==> src/rtl/board_state_arbiter_if.sv <==
// Board-memory access bundle: video read port, game req/ack port and status flags.
// The arbiter takes the slave side; the requesters take the master side.
interface board_state_arbiter_if;
  logic       vid_req;
  logic [5:0] vid_addr;
  logic [3:0] vid_data;
  logic       vid_valid;
  logic       gl_req;
  logic       gl_we;
  logic [5:0] gl_addr;
  logic [3:0] gl_wdata;
  logic       gl_ack;
  logic [3:0] gl_rdata;
  logic       busy;
  logic       gl_stall_err;

  modport master (
    output vid_req, vid_addr, gl_req, gl_we, gl_addr, gl_wdata,
    input  vid_data, vid_valid, gl_ack, gl_rdata, busy, gl_stall_err
  );

  modport slave (
    input  vid_req, vid_addr, gl_req, gl_we, gl_addr, gl_wdata,
    output vid_data, vid_valid, gl_ack, gl_rdata, busy, gl_stall_err
  );
endinterface

==> src/rtl/board_state_arbiter.sv <==
// 64x4 board memory: video reads win every cycle (1-cycle latency), game req/ack waits behind video.
// Macro BOARD_INIT_EN: reset runs a 64-cycle start-position load with busy high; otherwise reset clears the board.
module board_state_arbiter #(
  parameter int STALL_LIMIT = 800
) (
  input logic                  vga_clk,
  input logic                  reset,
  board_state_arbiter_if.slave bus
);

  localparam int            SW        = $clog2(STALL_LIMIT + 1);
  localparam logic [SW-1:0] STALL_MAX = SW'(STALL_LIMIT);

  logic [3:0]    mem_q [64];
  logic          mem_we;
  logic [5:0]    mem_waddr;
  logic [3:0]    mem_wdata;

  logic          vid_valid_q, vid_valid_d;
  logic [3:0]    vid_data_q,  vid_data_d;
  logic          gl_ack_q,    gl_ack_d;
  logic [3:0]    gl_rdata_q,  gl_rdata_d;
  logic [SW-1:0] stall_q,     stall_d;
  logic          stall_err_q, stall_err_d;
  logic          in_run;
  logic          gl_grant;

`ifdef BOARD_INIT_EN
  typedef enum logic {ST_INIT, ST_RUN} state_e;

  state_e     state_q, state_d;
  logic [5:0] init_cnt_q, init_cnt_d;

  // Square code of the opening position: rank picks colour/pawns, file picks the back-rank piece.
  function automatic logic [3:0] start_code(input logic [5:0] sq);
    logic [2:0] kind;
    logic [3:0] code;
    case (sq[2:0])
      3'd0, 3'd7: kind = 3'd4;
      3'd1, 3'd6: kind = 3'd2;
      3'd2, 3'd5: kind = 3'd3;
      3'd3:       kind = 3'd5;
      default:    kind = 3'd6;
    endcase
    case (sq[5:3])
      3'd0:    code = {1'b1, kind};
      3'd1:    code = 4'h9;
      3'd6:    code = 4'h1;
      3'd7:    code = {1'b0, kind};
      default: code = 4'h0;
    endcase
    return code;
  endfunction

  always_ff @(posedge vga_clk) begin
    if (reset) begin
      state_q    <= ST_INIT;
      init_cnt_q <= '0;
    end else begin
      state_q    <= state_d;
      init_cnt_q <= init_cnt_d;
    end
  end

  always_comb begin
    state_d    = state_q;
    init_cnt_d = init_cnt_q;
    if (state_q == ST_INIT) begin
      init_cnt_d = init_cnt_q + 6'd1;
      if (init_cnt_q == 6'd63) begin
        state_d = ST_RUN;
      end
    end
  end

  assign in_run   = (state_q == ST_RUN);
  assign bus.busy = (state_q == ST_INIT);
`else
  assign in_run   = 1'b1;
  assign bus.busy = 1'b0;
`endif

  // Game is served only on cycles video leaves idle, and never on the cycle its ack is showing.
  assign gl_grant = !reset && in_run && !bus.vid_req && bus.gl_req && !gl_ack_q;

  always_comb begin
    mem_we    = 1'b0;
    mem_waddr = bus.gl_addr;
    mem_wdata = bus.gl_wdata;
    if (gl_grant && bus.gl_we) begin
      mem_we = 1'b1;
    end
`ifdef BOARD_INIT_EN
    if (!reset && state_q == ST_INIT) begin
      mem_we    = 1'b1;
      mem_waddr = init_cnt_q;
      mem_wdata = start_code(init_cnt_q);
    end
`endif
  end

  always_ff @(posedge vga_clk) begin
`ifdef BOARD_INIT_EN
    if (mem_we) begin
      mem_q[mem_waddr] <= mem_wdata;
    end
`else
    if (reset) begin
      for (int i = 0; i < 64; i++) begin
        mem_q[i] <= '0;
      end
    end else if (mem_we) begin
      mem_q[mem_waddr] <= mem_wdata;
    end
`endif
  end

  always_comb begin
    vid_valid_d = bus.vid_req;
    vid_data_d  = vid_data_q;
    gl_ack_d    = gl_grant;
    gl_rdata_d  = gl_rdata_q;
    stall_d     = stall_q;
    stall_err_d = stall_err_q;

    // Video during the start-position load sees an empty board.
    if (bus.vid_req) begin
      vid_data_d = in_run ? mem_q[bus.vid_addr] : 4'h0;
    end
    if (gl_grant && !bus.gl_we) begin
      gl_rdata_d = mem_q[bus.gl_addr];
    end

    if (!bus.gl_req || gl_grant) begin
      stall_d = '0;
    end else if (stall_q != STALL_MAX) begin
      stall_d = stall_q + 1'b1;
    end
    if (stall_d == STALL_MAX) begin
      stall_err_d = 1'b1;
    end
  end

  always_ff @(posedge vga_clk) begin
    if (reset) begin
      vid_valid_q <= 1'b0;
      vid_data_q  <= '0;
      gl_ack_q    <= 1'b0;
      gl_rdata_q  <= '0;
      stall_q     <= '0;
      stall_err_q <= 1'b0;
    end else begin
      vid_valid_q <= vid_valid_d;
      vid_data_q  <= vid_data_d;
      gl_ack_q    <= gl_ack_d;
      gl_rdata_q  <= gl_rdata_d;
      stall_q     <= stall_d;
      stall_err_q <= stall_err_d;
    end
  end

  assign bus.vid_valid    = vid_valid_q;
  assign bus.vid_data     = vid_data_q;
  assign bus.gl_ack       = gl_ack_q;
  assign bus.gl_rdata     = gl_rdata_q;
  assign bus.gl_stall_err = stall_err_q;

  ack_is_pulse: assert property (@(posedge vga_clk) disable iff (reset)
    gl_ack_q |=> !gl_ack_q);

  // A waiting game request may be abandoned, but not altered.
  gl_inputs_held: assert property (@(posedge vga_clk) disable iff (reset)
    (bus.gl_req && !gl_ack_q && !gl_grant)
      |=> (!bus.gl_req || $stable({bus.gl_we, bus.gl_addr, bus.gl_wdata})));

endmodule
==> src/flat_wrapper.sv <==
// flat-port wrapper written by rule: the top's interface ports become plain ports
module board_state_arbiter_flat 
#(
  parameter int STALL_LIMIT = 800
)
  (vga_clk, reset, bus_vid_req, bus_vid_addr, bus_gl_req, bus_gl_we, bus_gl_addr, bus_gl_wdata, bus_vid_data, bus_vid_valid, bus_gl_ack, bus_gl_rdata, bus_busy, bus_gl_stall_err);
  board_state_arbiter_if bus_i ();
  input logic vga_clk;
  input logic reset;
  input wire logic [$bits(bus_i.vid_req)-1:0] bus_vid_req;
  input wire logic [$bits(bus_i.vid_addr)-1:0] bus_vid_addr;
  input wire logic [$bits(bus_i.gl_req)-1:0] bus_gl_req;
  input wire logic [$bits(bus_i.gl_we)-1:0] bus_gl_we;
  input wire logic [$bits(bus_i.gl_addr)-1:0] bus_gl_addr;
  input wire logic [$bits(bus_i.gl_wdata)-1:0] bus_gl_wdata;
  output wire logic [$bits(bus_i.vid_data)-1:0] bus_vid_data;
  output wire logic [$bits(bus_i.vid_valid)-1:0] bus_vid_valid;
  output wire logic [$bits(bus_i.gl_ack)-1:0] bus_gl_ack;
  output wire logic [$bits(bus_i.gl_rdata)-1:0] bus_gl_rdata;
  output wire logic [$bits(bus_i.busy)-1:0] bus_busy;
  output wire logic [$bits(bus_i.gl_stall_err)-1:0] bus_gl_stall_err;
  assign bus_i.vid_req = bus_vid_req;
  assign bus_i.vid_addr = bus_vid_addr;
  assign bus_i.gl_req = bus_gl_req;
  assign bus_i.gl_we = bus_gl_we;
  assign bus_i.gl_addr = bus_gl_addr;
  assign bus_i.gl_wdata = bus_gl_wdata;
  assign bus_vid_data = bus_i.vid_data;
  assign bus_vid_valid = bus_i.vid_valid;
  assign bus_gl_ack = bus_i.gl_ack;
  assign bus_gl_rdata = bus_i.gl_rdata;
  assign bus_busy = bus_i.busy;
  assign bus_gl_stall_err = bus_i.gl_stall_err;
  board_state_arbiter #(.STALL_LIMIT(STALL_LIMIT)) u_core (.vga_clk(vga_clk), .reset(reset), .bus(bus_i));
endmodule
==> config.mk <==
export PLATFORM = sky130hd
export DESIGN_NAME = board_state_arbiter_flat
export DESIGN_NICKNAME = d
export VERILOG_FILES = /design/src/rtl/board_state_arbiter_if.sv /design/src/rtl/board_state_arbiter.sv /design/src/flat_wrapper.sv
export SDC_FILE = /design/constraint.sdc
export NUM_CORES = 1
export LEC_CHECK = 0
export CAP_MARGIN = 40
export CORE_MARGIN = 2
export CORE_UTILIZATION = 45
export DETAILED_ROUTE_END_ITERATION = 7
export PLACE_DENSITY = 0.66
export SLEW_MARGIN = 20
export SYNTH_ARGS = -nofsm -noshare
export SYNTH_HDL_FRONTEND = slang
export SYNTH_SLANG_ARGS = --single-unit
==> constraint.sdc <==
create_clock -name vga_clk -period 3.8 [get_ports vga_clk]
set_input_delay 0.57 -clock vga_clk [delete_from_list [all_inputs] [get_ports vga_clk]]
set_output_delay 0.57 -clock vga_clk [all_outputs]
set_load 0.02 [all_outputs]
==> results.yml, run 1 <==
sta:
  tightest_slew_ns: 0.8385
  setup_violations: 0
  fin_worst_skew_ns: 0.01810
  fin_crit_ns: 2.938
  fin_crit_sh_pct: 77.32
  max_freq_mhz: 340.4
  hold_viol: 0
  slew_violations: 0
  relSlewSlack_pct: 43.99
  rsz0062_at_grt: "no"
  worst_slack_ns: 0.8619
  fin_tns_setup_ns: 0
global_route:
  grt_max_degree: 54
  antenna_found_initial: 0
  grt_overflow: 0
  grt_usage_pct: 25.38
  grt_pass1_wl_mm: 67.95
  grt_pass1_vias: 10490
final_layout:
  nets: 1278
  layout_commonest_cell: "edfxtp_1"
  final_cells: 1734
  nFillCells: 2932
  drive_gt1_share_pct: 19.86
  area_growth_pct: 11.50
  layout_common_cells: "edfxtp_1, and2_1, and3_1"
  diodes: 0
place:
  pre_cts_ws_ns: 0.3015
  portBuffers: 31
  place_congestion: 0.9052
  hpwl_mm: 32.22
  dpl.cell_count: 1677
synthesis:
  synth_compound_area_share_pct: 7.581
  yosysUniqueCellTypes: 63
  avgSynthCellArea_um2: 12.34
  synth_top_family_by_area: "multiplexers"
  netlist_area_um2: 15560
  syn_inst: 1261
  synth-main-ff-cell: "edfxtp_1"
  ys_ff_latch: 277
  synthSimpleGateAreaFrac_pct: 17.28
  yosysWarnings: 0
  async_flop_share_pct: 0
  synthXorXnorAreaFrac_pct: 0.5065
  synth_enable_flop_cells: 256
  synthAdderAreaFrac_pct: 0.1608
  synth.net_count: 1284
  ys_seq_area_share_pct: 52.09
  synthMuxAreaShare_pct: 18.46
routing:
  vias: 10980
  totalWireLength_mm: 45.49
  drcViolationCount: 0
  routed_via_density: 6.333
  routedWlPerCell_um: 26.23
  drt_iter0_drc: 1440
  antenna_left: 0
  dr.pass1.iters: 5
setup_path:
  endpoint_kind: "register"
  worstSetupStartpointType: "primary input"
  critPathMaxFanout: 10
  arrival_ns: 3.13
  cp_data_required_time_ns: 3.99
  critPathKind: "primary input to register"
floorplanning:
  core_area_um2: 34290
  num_rows: 68
  die_area_um2: 36090
  start_util_pct: 45.39
  die_y_um: 190.0
  io_pins: 33
  die_x_um: 190.0
clock_network:
  cts-resized-gates: 0
  cts_max_level: 1
  cts_buffers: 31
  cts_tree: "built"
  clk_pin_slew_worst_paths_ns: 0.06
  cts.sinks: 277
  post_cts_buffers: 0
  cts_root_buf: "clkbuf_16"
  clock_latency_ns: 0.57
  cts_hold_buffers: 0
  clockBufferDepth: 3
pwr:
  leakagePower_uw: 0.006528
  vdd_drop_max_uv: 333.0
  power-per-cell-area_nw_per_um2: 419.2
hold_path:
  hold_class: "register to register"
run_status:
  status: "finished clean"
job:
  drv_cap: 0
## report_power, final
group	internal [µW]	switching, µW	total, µW
Clock	1720	1250	2970
Combinational	319	470	789
Sequential	3440	82.7	3520
## through the flow
stage	utilization (%)	cell area (µm²)	hold slack, ns	power [µW]
floorplan	-	15560	0.4908	4046
global placement	47.61	16320	0.4564	4347
detailed placement	47.69	16350	0.4621	4359
CTS	50.61	17350	0.4689	7274
global route	50.61	17350	0.4907	7462
finish	50.61	17350	0.4654	7275
## state kept, by name (all words and copies together) (netlist names)
| name | cells |
|---|---|
| u_core.bus.gl_stall_err | 1 |
| u_core.mem_q | 256 |
| u_core.bus.gl_ack | 1 |
| u_core.stall_q | 10 |
| u_core.bus.gl_rdata | 4 |
| u_core.bus.vid_data | 4 |
| u_core.bus.vid_valid | 1 |
## kinds of logic (layout without fill, tap and decap cells)
logic type,after synthesis,in the layout
simple gates,494,494
flops,277,277
compound gates,177,177
mux,163,163
buf+inv,138,156
xor+xnor,9,9
fa+ha+maj,2,2
other cells,1,1
## cell type report
type | instances | area, µm² | share of cell area [%]
Tap cell | 455 | 569.3 | 3.280
Sequential cell | 277 | 8108 | 46.72
Inverter | 10 | 37.54 | 0.2163
Timing Repair Buffer | 89 | 778.2 | 4.485
Clock inverter | 22 | 201.4 | 1.161
Multi-Input combinational cell | 846 | 6859 | 39.52
Clock buffer | 35 | 800.8 | 4.614
## synth_stat cells (3+ instances only)
cell       count  area [µm²]
a22oi_1       25       187.7
buf_1          9       33.78
buf_4          3       22.52
o2bb2ai_1      7       61.31
a31oi_1        7       43.79
nand4_1        3       18.77
nor2b_1       13       81.33
nor2_1        74       277.8
inv_1         10       37.54
nor4_1         3       18.77
a221oi_1      15       131.4
buf_2         30       150.1
mux4_1         6       157.7
edfxtp_1     256        7687
o211ai_1       7       52.55
dfxtp_1       21       420.4
nand2b_1       5       31.28
clkbuf_1      83       311.6
nand2_1       89       334.1
nor3b_1        3       22.52
a22o_1         3       26.28
xor2_1         4       35.03
nor3_1         9       45.04
o21ai_0       53       265.3
a211oi_1       3       22.52
nand3b_1       3       22.52
and3_1       127       794.5
xnor2_1        5       43.79
mux2_2        32       360.4
o22ai_1        9       56.30
mux2i_1       37       370.4
nand3_1       11       55.05
mux4_2        87        1959
a21oi_1       25       125.1
and2_1       140       875.8
or2_2          7       43.79
## final timing paths
kind,cells past startpoint,start,endpoint,slack (ns)
setup / recovery,5,bus_vid_req,u_core.mem_q[41][3],0.86
hold / removal,2,u_core.bus.gl_stall_err,u_core.bus.gl_stall_err,0.47
setup reg to reg,4,u_core.bus.gl_ack,u_core.mem_q[41][3],1.06
hold reg to reg,2,u_core.bus.gl_stall_err,u_core.bus.gl_stall_err,0.47
## metal layers
| layer | routed length, µm | vias up | global-route usage, % | share of wire [%] |
|---|---|---|---|---|
| met5 | 0 | - | 0 | 0 |
| met1 | 18390 | 5486 | 36.22 | 40 |
| met2 | 21230 | 604 | 40.12 | 47 |
| met4 | 1470 | 0 | 8.587 | 3.2 |
| li1 | - | 4787 | - | - |
| met3 | 4398 | 104 | 3.523 | 9.7 |
## critical path, stage by stage
cell and delay (ns):
clkdlybuf4s50_1 0.48, nor4b_2 0.43, and2_1 0.55, nand3_1 0.44, o21ai_0 0.65
Power figures use the tool's default switching activity.
==> inputs of run 2 (changes only) <==
==> constraint.sdc (replaced) <==
create_clock -name vga_clk -period 2.8 [get_ports vga_clk]
set_input_delay 0.42 -clock vga_clk [delete_from_list [all_inputs] [get_ports vga_clk]]
set_output_delay 0.42 -clock vga_clk [all_outputs]
set_load 0.02 [all_outputs]
==> run 2 against run 1 <==
  * Via count increased by 3.9%
  * Power increased by 36%
  * Routed wire length increased by 3.0%
  * First-iteration DRC count increased by 1.6%
==> results.yml, run 2 (synthesis gave the netlist of run 1 again) <==
run_status:
  status: "finished clean"
setup_path:
  crit_path_cell_trace: "clkdlybuf4s50_1 -> nand2b_1 -> nor2_1 -> nand2_1 -> o21ai_0 -> buf_4"
  crit_slowest_cell: "clkdlybuf4s50_1"
  crit_path_max_incr_delay_ns: 0.76
  reg2reg_from: "u_core.bus.gl_ack"
  r2r-end: "u_core.mem_q[9][3]"
  endpoint_kind: "register"
  ff2ff_path_depth: 7
  worstSetupStartpointType: "primary input"
  critPathKind: "primary input to register"
  critPathMaxFanout: 13
  cp_data_required_time_ns: 3.10
  arrival_ns: 2.49
  rrSetupSlack_ns: 0.70
  path_depth: 6
  critPathBufInv: 2
  crit_family: "buffers and inverters"
place:
  dpl_cell_area_um2: 16920
  portBuffers: 31
  place_congestion: 0.9229
  pre_cts_ws_ns: 0.08624
  hpwl_mm: 32.88
sta:
  worst_slack_ns: 0.6097
  tightest_slew_ns: 0.7650
  relSlewSlack_pct: 49.00
  slew_violations: 0
  fin_tns_setup_ns: 0
  fin_crit_sh_pct: 78.23
  max_freq_mhz: 456.6
  rsz0062_at_grt: "no"
  holdWs_ns: 0.4266
  fin_crit_ns: 2.190
  setup_violations: 0
  hold_viol: 0
  fin_worst_skew_ns: 0.02747
final_layout:
  largest-register: "u_core.mem_q"
  nets: 1343
  regArea_um2: 8108
  drive_gt1_share_pct: 23.27
  diodes: 0
  reg.largest.list: "u_core.mem_q (256), u_core.stall_q (10)"
  layout_common_cells: "edfxtp_1, and2_1, and3_1"
  largest_register_ffs: 256
  fin_area_um2: 17880
  layout_commonest_cell: "edfxtp_1"
  area_growth_pct: 14.87
  multi_input_area_um2: 6859
  nFillCells: 2933
clock_network:
  clockBufferDepth: 3
  cts_max_level: 1
  cts_buffers: 30
  cts_tree: "built"
  cts_root_buf: "clkbuf_16"
  clock_latency_ns: 0.59
  clk_pin_slew_worst_paths_ns: 0.06
  cts_hold_buffers: 0
  cts-resized-gates: 0
  post_cts_buffers: 0
  cts.sinks: 277
floorplanning:
  die_area_um2: 36090
  die_y_um: 190.0
  start_util_pct: 45.39
  num_rows: 68
  io_pins: 33
  die_x_um: 190.0
  core_area_um2: 34290
routing:
  routed_via_density: 6.352
  dr.pass1.iters: 5
  vias: 11410
  drt_iter0_drc: 1463
  routedWlPerCell_um: 26.07
  antenna_left: 0
  totalWireLength_mm: 46.83
  drcViolationCount: 0
pwr:
  leakagePower_uw: 0.006858
  power-per-cell-area_nw_per_um2: 552.2
  p_total_uw: 9873
  vdd_drop_max_uv: 474.6
global_route:
  antenna_found_initial: 1
  grt_max_degree: 65
  grt_overflow: 0
  grt_usage_pct: 25.97
  grt_pass1_vias: 10810
  grt_pass1_wl_mm: 69.79
hold_path:
  hold_start: "bus_gl_wdata[2]"
  hold_class: "primary input to register"
  worstHoldEndpoint: "u_core.mem_q[9][2]"
  holdPathStages: 2
job:
  drv_cap: 0
==> run 2: cell count changes in the layout (fill, tap and decap cells not counted) <==
cell | previous run | this run
inv_8 | 1 | 0
buf_4 | 55 | 115
clkinv_8 | 0 | 1
buf_12 | 6 | 12
clkinvlp_4 | 6 | 0
clkbuf_16 | 31 | 30
clkinv_2 | 8 | 6
clkbuf_1 | 3 | 7
clkbuf_8 | 1 | 2
==> run 2: stage by stage <==
stage / utilization [%] / instances
after detailed placement: 49.35 / 1743
after CTS: 52.14 / 1796
after global routing: 52.14 / 1796
final: 52.14 / 1796
after floorplan: - / 1261
after global placement: 49.35 / 1743
==> run 2: cell type report <==
| class | count | area share [%] |
|---|---|---|
| Sequential cell | 277 | 45.35 |
| Multi-Input combinational cell | 846 | 38.37 |
| Timing Repair Buffer | 155 | 7.544 |
| Clock buffer | 39 | 4.500 |
| Tap cell | 455 | 3.184 |
| Clock inverter | 14 | 0.8468 |
| Inverter | 10 | 0.2100 |
==> run 2: report_power, final <==
group / internal (µW) / switching (µW)
sequential: 4670 / 111
clock: 2280 / 1650
combinational: 496 / 667
==> run 2: how the worst max path moves through the flow <==
stage | start | to
global route | bus_vid_req | u_core.mem_q[6][0]
finish | bus_gl_addr[5] | u_core.mem_q[18][1]
detailed placement | bus_gl_addr[3] | u_core.mem_q[57][2]
global placement | bus_gl_addr[3] | u_core.mem_q[57][1]
CTS | bus_gl_addr[3] | u_core.mem_q[57][1]
floorplan | bus_gl_addr[0] | u_core.mem_q[41][0]
==> run 2: per-layer routing <==
layer / track usage [%] / up-vias / routed length, µm
li1: - / 4919 / -
met1: 35.75 / 5697 / 18320
met2: 41.28 / 667 / 21810
met3: 5.719 / 125 / 5114
met4: 8.020 / 0 / 1585
met5: 0 / - / 0
